--- config.mk ---
export PLATFORM = sky130hd
export DESIGN_NAME = polyz_unpack_stream
export DESIGN_NICKNAME = d
export VERILOG_FILES = /design/src/rtl/polyz_unpack_stream.sv
export SDC_FILE = /design/constraint.sdc
export NUM_CORES = 1
export LEC_CHECK = 0
export CORE_MARGIN = 8
export CORE_UTILIZATION = 55
export DETAILED_ROUTE_END_ITERATION = 12
export PLACE_DENSITY_LB_ADDON = 0.2
export SYNTH_ARGS = -nofsm -noshare
export SYNTH_HDL_FRONTEND = slang
export SYNTH_SLANG_ARGS = --single-unit
export TNS_END_PERCENT = 30
--- constraint.sdc ---
create_clock -name clk -period 5.3 [get_ports clk]
set_clock_uncertainty 0.05 [all_clocks]
set_input_delay 0.53 -clock clk [delete_from_list [all_inputs] [get_ports clk]]
set_output_delay 0.53 -clock clk [all_outputs]
set_load 0.1 [all_outputs]
--- src/rtl/polyz_unpack_stream.sv ---
`default_nettype none
// ============================================================================
// Module      : polyz_unpack_stream
// Description : Streams packed GAMMA1 z-fields (18 or 20 bits) out of a byte
//               stream and emits one signed coefficient per handshake.
// Revision    : 1.0 - initial release
// ============================================================================
module polyz_unpack_stream #(
    parameter int N        = 256,
    parameter int IN_BYTES = 4,
    parameter int BUF_W    = 64
) (
    input  logic                    clk,
    input  logic                    rst,
    input  logic                    start,
    input  logic                    mode,
    input  logic [8*IN_BYTES-1:0]   in_data,
    input  logic                    in_valid,
    output logic                    in_ready,
    output logic [31:0]             out_coeff,
    output logic [$clog2(N)-1:0]    out_idx,
    output logic                    out_valid,
    input  logic                    out_ready,
    output logic                    out_last,
    output logic                    busy,
    output logic                    done
);

    localparam int c_IDX_W  = $clog2(N);
    localparam int c_EXT_W  = c_IDX_W + 1;
    localparam int c_IN_W   = 8 * IN_BYTES;
    localparam int c_FILL_W = $clog2(BUF_W + 1);
    localparam int c_TOT0   = N * 18 / 8;
    localparam int c_TOT1   = N * 20 / 8;
    localparam int c_BYTE_W = $clog2(c_TOT1 + IN_BYTES + 1);

    localparam logic [1:0] c_ST_IDLE = 2'd0;
    localparam logic [1:0] c_ST_RUN  = 2'd1;
    localparam logic [1:0] c_ST_DONE = 2'd2;

    logic [1:0]          r_state;
    logic                r_mode;
    logic [BUF_W-1:0]    r_buf;
    logic [c_FILL_W-1:0] r_fill;
    logic [c_BYTE_W-1:0] r_bytes;
    logic [c_EXT_W-1:0]  r_ext;
    logic [31:0]         r_coeff;
    logic [c_IDX_W-1:0]  r_idx;
    logic                r_valid;
    logic                r_last;

    logic [c_FILL_W-1:0] w_zw;
    logic [c_BYTE_W-1:0] w_total;
    logic                w_in_ready;
    logic                w_accept;
    logic                w_extract;
    logic                w_last_hs;
    logic [19:0]         w_z;
    logic [31:0]         w_gamma;
    logic [31:0]         w_coeff;
    logic [BUF_W-1:0]    w_buf_sh;
    logic [c_FILL_W-1:0] w_fill_sh;
    logic [BUF_W-1:0]    w_in_ext;
    logic [BUF_W-1:0]    w_buf_nxt;
    logic [c_FILL_W-1:0] w_fill_nxt;

    assign w_zw    = r_mode ? c_FILL_W'(20) : c_FILL_W'(18);
    assign w_total = r_mode ? c_BYTE_W'(c_TOT1) : c_BYTE_W'(c_TOT0);

    assign w_in_ready = (r_state == c_ST_RUN)
                     && (r_fill <= c_FILL_W'(BUF_W - c_IN_W))
                     && (r_bytes < w_total);
    assign w_accept   = w_in_ready && in_valid;

    // The extraction counter stops at N so nothing follows the last index.
    assign w_extract = (r_state == c_ST_RUN) && (r_fill >= w_zw)
                    && (r_ext < c_EXT_W'(N)) && (!r_valid || out_ready);
    assign w_last_hs = r_valid && out_ready && r_last;

    assign w_z     = r_mode ? r_buf[19:0] : {2'b00, r_buf[17:0]};
    assign w_gamma = r_mode ? 32'h0008_0000 : 32'h0002_0000;
    assign w_coeff = w_gamma - {12'd0, w_z};

    // Bits above fill are always zero, so new data can be OR-ed in place.
    assign w_buf_sh   = w_extract ? (r_buf >> w_zw) : r_buf;
    assign w_fill_sh  = w_extract ? (r_fill - w_zw) : r_fill;
    assign w_in_ext   = {{(BUF_W - c_IN_W){1'b0}}, in_data};
    assign w_buf_nxt  = w_accept ? (w_buf_sh | (w_in_ext << w_fill_sh)) : w_buf_sh;
    assign w_fill_nxt = w_accept ? (w_fill_sh + c_FILL_W'(c_IN_W)) : w_fill_sh;

    always_ff @(posedge clk) begin
        if (rst) begin
            r_state <= c_ST_IDLE;
            r_mode  <= 1'b0;
            r_buf   <= '0;
            r_fill  <= '0;
            r_bytes <= '0;
            r_ext   <= '0;
        end else begin
            case (r_state)
                c_ST_IDLE: begin
                    if (start) begin
                        r_state <= c_ST_RUN;
                        r_mode  <= mode;
                        r_buf   <= '0;
                        r_fill  <= '0;
                        r_bytes <= '0;
                        r_ext   <= '0;
                    end
                end
                c_ST_RUN: begin
                    r_buf  <= w_buf_nxt;
                    r_fill <= w_fill_nxt;
                    if (w_accept) begin
                        r_bytes <= r_bytes + c_BYTE_W'(IN_BYTES);
                    end
                    if (w_extract) begin
                        r_ext <= r_ext + 1'b1;
                    end
                    if (w_last_hs) begin
                        r_state <= c_ST_DONE;
                    end
                end
                c_ST_DONE: begin
                    r_state <= c_ST_IDLE;
                end
                default: begin
                    r_state <= c_ST_IDLE;
                end
            endcase
        end
    end

    always_ff @(posedge clk) begin
        if (rst) begin
            r_coeff <= '0;
            r_idx   <= '0;
            r_valid <= 1'b0;
            r_last  <= 1'b0;
        end else if (w_extract) begin
            r_coeff <= w_coeff;
            r_idx   <= r_ext[c_IDX_W-1:0];
            r_valid <= 1'b1;
            r_last  <= (r_ext == c_EXT_W'(N - 1));
        end else if (out_ready) begin
            r_valid <= 1'b0;
            r_last  <= 1'b0;
        end
    end

    assign in_ready  = w_in_ready;
    assign out_coeff = r_coeff;
    assign out_idx   = r_idx;
    assign out_valid = r_valid;
    assign out_last  = r_last;
    assign busy      = (r_state == c_ST_RUN);
    assign done      = (r_state == c_ST_DONE);

endmodule
`default_nettype wire

After elaboration in Yosys (flattened, before gate mapping)
Cells that the tools add are included.

storage, ports and cells
  register bits after elaboration = 135
  input bits = 38
  word-level logic and storage cells = 71
  output and inout port bits = 45

operators by class
  reductions and logical operators = 18
  add/sub/neg operators = 5
  eq/ne operators = 7
  $lt $le $gt $ge = 4
  bitwise gates (word level) = 1
  muxes and demuxes = 24
  shifts and indexed selects = 2

operators with widths
  kind                                                             count
  2-to-1 mux 64 bit                                                3
  case mux 64 bit (2 select lines)                                 1
  OR 64 bit                                                        1
  << shifter 32 x 7 -> 64 bit                                      1
  >> shifter 64 x 5 -> 64 bit                                      1
  2-to-1 mux 20 bit                                                2
  2-to-1 mux 7 bit                                                 3
  subtractor 20 x 20 -> 21 bit                                     1
  2-to-1 mux 10 bit                                                2
  case mux 10 bit (2 select lines)                                 1
  2-to-1 mux 9 bit                                                 2
  case mux 9 bit (2 select lines)                                  1
  case mux 7 bit (2 select lines)                                  1
  adder 10 x 3 -> 10 bit (second input constant)                   1
  < comparator 10 bit                                              1
  adder 9 x 1 -> 9 bit (second input constant)                     1
  == test 9 x 8 -> 1 bit (second input constant)                   1
  < comparator 9 bit (second input constant)                       1
  logical AND 1 bit                                                8
  2-to-1 mux 8 bit                                                 1
  adder 7 x 6 -> 7 bit (second input constant)                     1
  >= comparator 7 x 5 -> 1 bit                                     1
  less-or-equal comparator 7 x 6 -> 1 bit (second input constant)  1
  subtractor 7 x 5 -> 7 bit                                        1
  other kinds (14)                                                 23

Longest topological paths before layout
  depth after elaboration = 10
  mapped depth = 19
  mapped depth without buffers = 13

Least setup slack after synthesis
Ideal clock, no wire load.

  path kind = register to register
  from = register r_mode
  to = register r_buf[30]
  stages on the path, launching flop included = 17
  required time = 5.128 ns
  setup time = 0.122 ns
  path buffers = 5
  slack = 1.456 ns
  arrival = 3.673 ns
  period minus slack after synthesis = 3.844 ns
  cells stage by stage = dfxtp_1 -> clkbuf_1 -> clkbuf_1 -> inv_1 -> fa_1 -> o21a_1 -> or3_1 -> buf_6 -> and3_1 -> buf_6 -> nor2_8 -> buf_6 -> mux2i_2 -> mux2i_1 -> mux2i_1 -> mux2i_1 -> a221o_1

on the way
  cells in the longest elaborated chain, start to end = 10
  elaborated cells between the ends (all ways) = 17
  classes of those cells = add/sub: 1; order compare: 2; shift: 2; mux: 6; bitwise: 1; reduce/logical: 5

RTL lines
  item                                line  RTL
  start: declaration                  42    logic r_mode;
  start signal: assignment            104   r_mode <= mode;
  2-to-1 mux 3 bit                    67    assign w_zw = r_mode ? c_FILL_W'(20) : c_FILL_W'(18);
  >= comparator 7 x 5 -> 1 bit        76    assign w_extract = (r_state == c_ST_RUN) && (r_fill >= w_zw)
  logical AND 1 bit                   76
  logical AND 1 bit (2 in series)     77    && (r_ext < c_EXT_W'(N)) && (!r_valid || out_ready);
  2-to-1 mux 7 bit                    86    assign w_fill_sh = w_extract ? (r_fill - w_zw) : r_fill;
  << shifter 32 x 7 -> 64 bit         88    assign w_buf_nxt = w_accept ? (w_buf_sh | (w_in_ext << w_fill_sh)) : w_buf_sh;
  OR 64 bit                           88
  2-to-1 mux 64 bit *                 88
  case mux 64 bit (2 select lines) *  100   case (r_state)
  end signal: assignment              112   r_buf <= w_buf_nxt;
  end: declaration                    43    logic [BUF_W-1:0] r_buf;

Every way passes the cells marked *; elsewhere a longest branch is shown, timed or not.
A chain may end at the register's enable or synchronous reset.

Worst setup path in the final report
Ends and elaborated chain as after synthesis.

==> reports/results.ini <==
[run_status]
status=finished clean

[layout]
postLayoutCellArea_um2=9980
antenna_cells=0
final_common_cell=nand2_1
nets=1203
layout-drive-gt1-share=0.0831
final_cell_mix=159 x nand2_1, 120 x dfxtp_1, 100 x nor2_1
synthToLayoutAreaGrowth_pct=16.8

[die]
design.die.area_um2=19800
core_region_area_um2=15200
rows=45
start_util=0.562
io_pins=83
die_h_um=141
die_w_um=141

[timing]
worst_slew_pin_slew_ps=1080
rsz0062_at_grt=no
fmax_ghz=0.224
fin_crit_sh=0.842
slew_viol_final=0
fin_crit_ps=4460
final-setup-viol-count=0
slew_headroom=0.281
setup_tns_ps=0
hold_viol=0

[yosys]
syn_inst=1126
synth.net_count=1173
synth_edf_count=0
ys.flop_type=dfxtp_1
avgSynthCellArea_um2=7.59
synth_async_sr_flop_share=0
yosysUniqueCellTypes=82
syn-cell-area_um2=8550
ys_warn_count=0
synth-seq-cells=121
ys_seq_area_frac=0.283

[place]
place_hpwl_um=21300
placed_cell_area_um2=9380
portBuffers=82
gp_congestion=1.00

[clock_tree]
clk_path_buf_depth=2
cts_tree=yes
cts_resized=0
root_buffer=clkbuf_16
ctsHoldBuffers=0
clkSlewWorstSetupHoldPaths_ps=60
post_cts_buffers=0
clk_latency_ps=420
cts_sinks=121
cts_max_level=4
numCtsBuffers=17

[power_and_ir_drop]
ir_drop_uv=223
p_leak_nw=3.52
powerDensity_nw_per_um2=259

[grt]
grt_overflow=0
grt_pass1_wl_um=46200
grtUsageTotal=0.292
grt_max_degree=71
antenna_found_initial=0
grt_pass1_vias=8190

[worst_setup_path]
worstPathArrival_ps=4720
worstSetupStartpoint=r_mode
start_kind=flip-flop
r2r-end=r_buf[30]
cp.required_ps=5560
worstRegToRegCells=14
r2r_slack_ps=840
cp-end-kind=flip-flop
crit_fanout=28
reg2reg_from=r_mode
crit_path_end=r_buf[30]
crit_type=flip-flop to flip-flop

[routing]
ant_nets=0
drt_first_iter_violations=1222
viasPerCell=6.73
firstDrtPassIters=6
num_vias=9113
wl_per_cell_um=21.8
wl_um=29500
drc=0

[min_path]
hp-class=flip-flop to flip-flop

[run]
drv_cap=0

## layout make-up
cell class,instances,area [um^2]
Multi-Input combinational cell,884,5630
Tap cell,188,235
Sequential cell,121,2420
Fill cell,1332,5220
Inverter,27,104
Clock buffer,24,512
Timing Repair Buffer,105,993
Clock inverter,6,87.6
## worst min-delay path by stage
stage / start / endpoint / slack (ps) / cells after the start
2_1_floorplan: r_bytes[9] / r_bytes[9] / 380 / 2
3_3_place_gp: out_coeff[13] / out_coeff[13] / 390 / 2
3_5_place_dp: out_coeff[8] / out_coeff[8] / 390 / 2
4_1_cts: out_coeff[8] / out_coeff[8] / 400 / 2
5_1_grt: out_coeff[8] / out_coeff[8] / 410 / 2
6_report: out_coeff[11] / out_coeff[11] / 400 / 2
## cells by family after synthesis
kind of cell | count (synthesis) | synth area share
and+or+nand+nor | 398 | 0.213
AOI/OAI and AO/OA | 353 | 0.280
buffers and inverters | 121 | 0.0648
DFF | 121 | 0.283
muxes | 98 | 0.118
xor gates and xnor gates | 26 | 0.0266
adders and majority gates | 9 | 0.0141
## per-layer routing
layer / vias to the layer above / GRT usage / routed length, um / share of wire
li1: 4226 / - / - / -
met1: 4208 / 0.381 / 12200 / 0.41
met2: 575 / 0.436 / 12600 / 0.43
met3: 104 / 0.0804 / 3340 / 0.11
met4: 0 / 0.139 / 1320 / 0.045
met5: - / 0 / 0 / 0
## cells in the mapped netlist, drive strengths merged, types with 22 or more instances
cell    count  area share
inv        27       0.012
a21oi      99       0.060
o21ai      69       0.041
nand3      39       0.023
nor3       31       0.022
nand2     161       0.071
buf        46       0.032
dfxtp     121        0.28
a211oi     22       0.021
nor2      105       0.049
mux2i      84       0.099
clkbuf     48       0.021
## critical path: stages, from the launching register on
cell and delay [ps]:
dfxtp_2 310, inv_1 290, ha_1 220, inv_1 60, fa_1 410, o21a_1 240, nor3_1 480, o21ai_2 240
nand2_2 480, buf_4 340, mux2i_1 250, mux2i_1 160, mux2i_1 300, mux2i_1 160, a221o_1 360
## through the flow
step           hold slack [ps]   util  std cells  worst slack [ps]  total power [mW]
2_1_floorplan              380      -       1126              1460              1.26
3_3_place_gp               387  0.617       1325              1040              1.41
3_5_place_dp               394  0.617       1325               881              1.41
4_1_cts                    400  0.657       1355               888              2.57
5_1_grt                    412  0.657       1355               632              2.66
6_report                   397  0.657       1355               839              2.58
## state kept, by name, indices dropped and copies added (netlist names)
name       count
out_coeff     21
out_idx        8
out_last       1
out_valid      1
r_buf         64
r_bytes        8
r_ext          9
r_fill         6
r_mode         1
r_state        2
## power by group
part / internal, mW / switching (mW)
Clock: 0.762 / 0.412
Combinational: 0.156 / 0.319
Sequential: 0.922 / 0.0139
No activity file was read; power rests on OpenSTA's default activity.
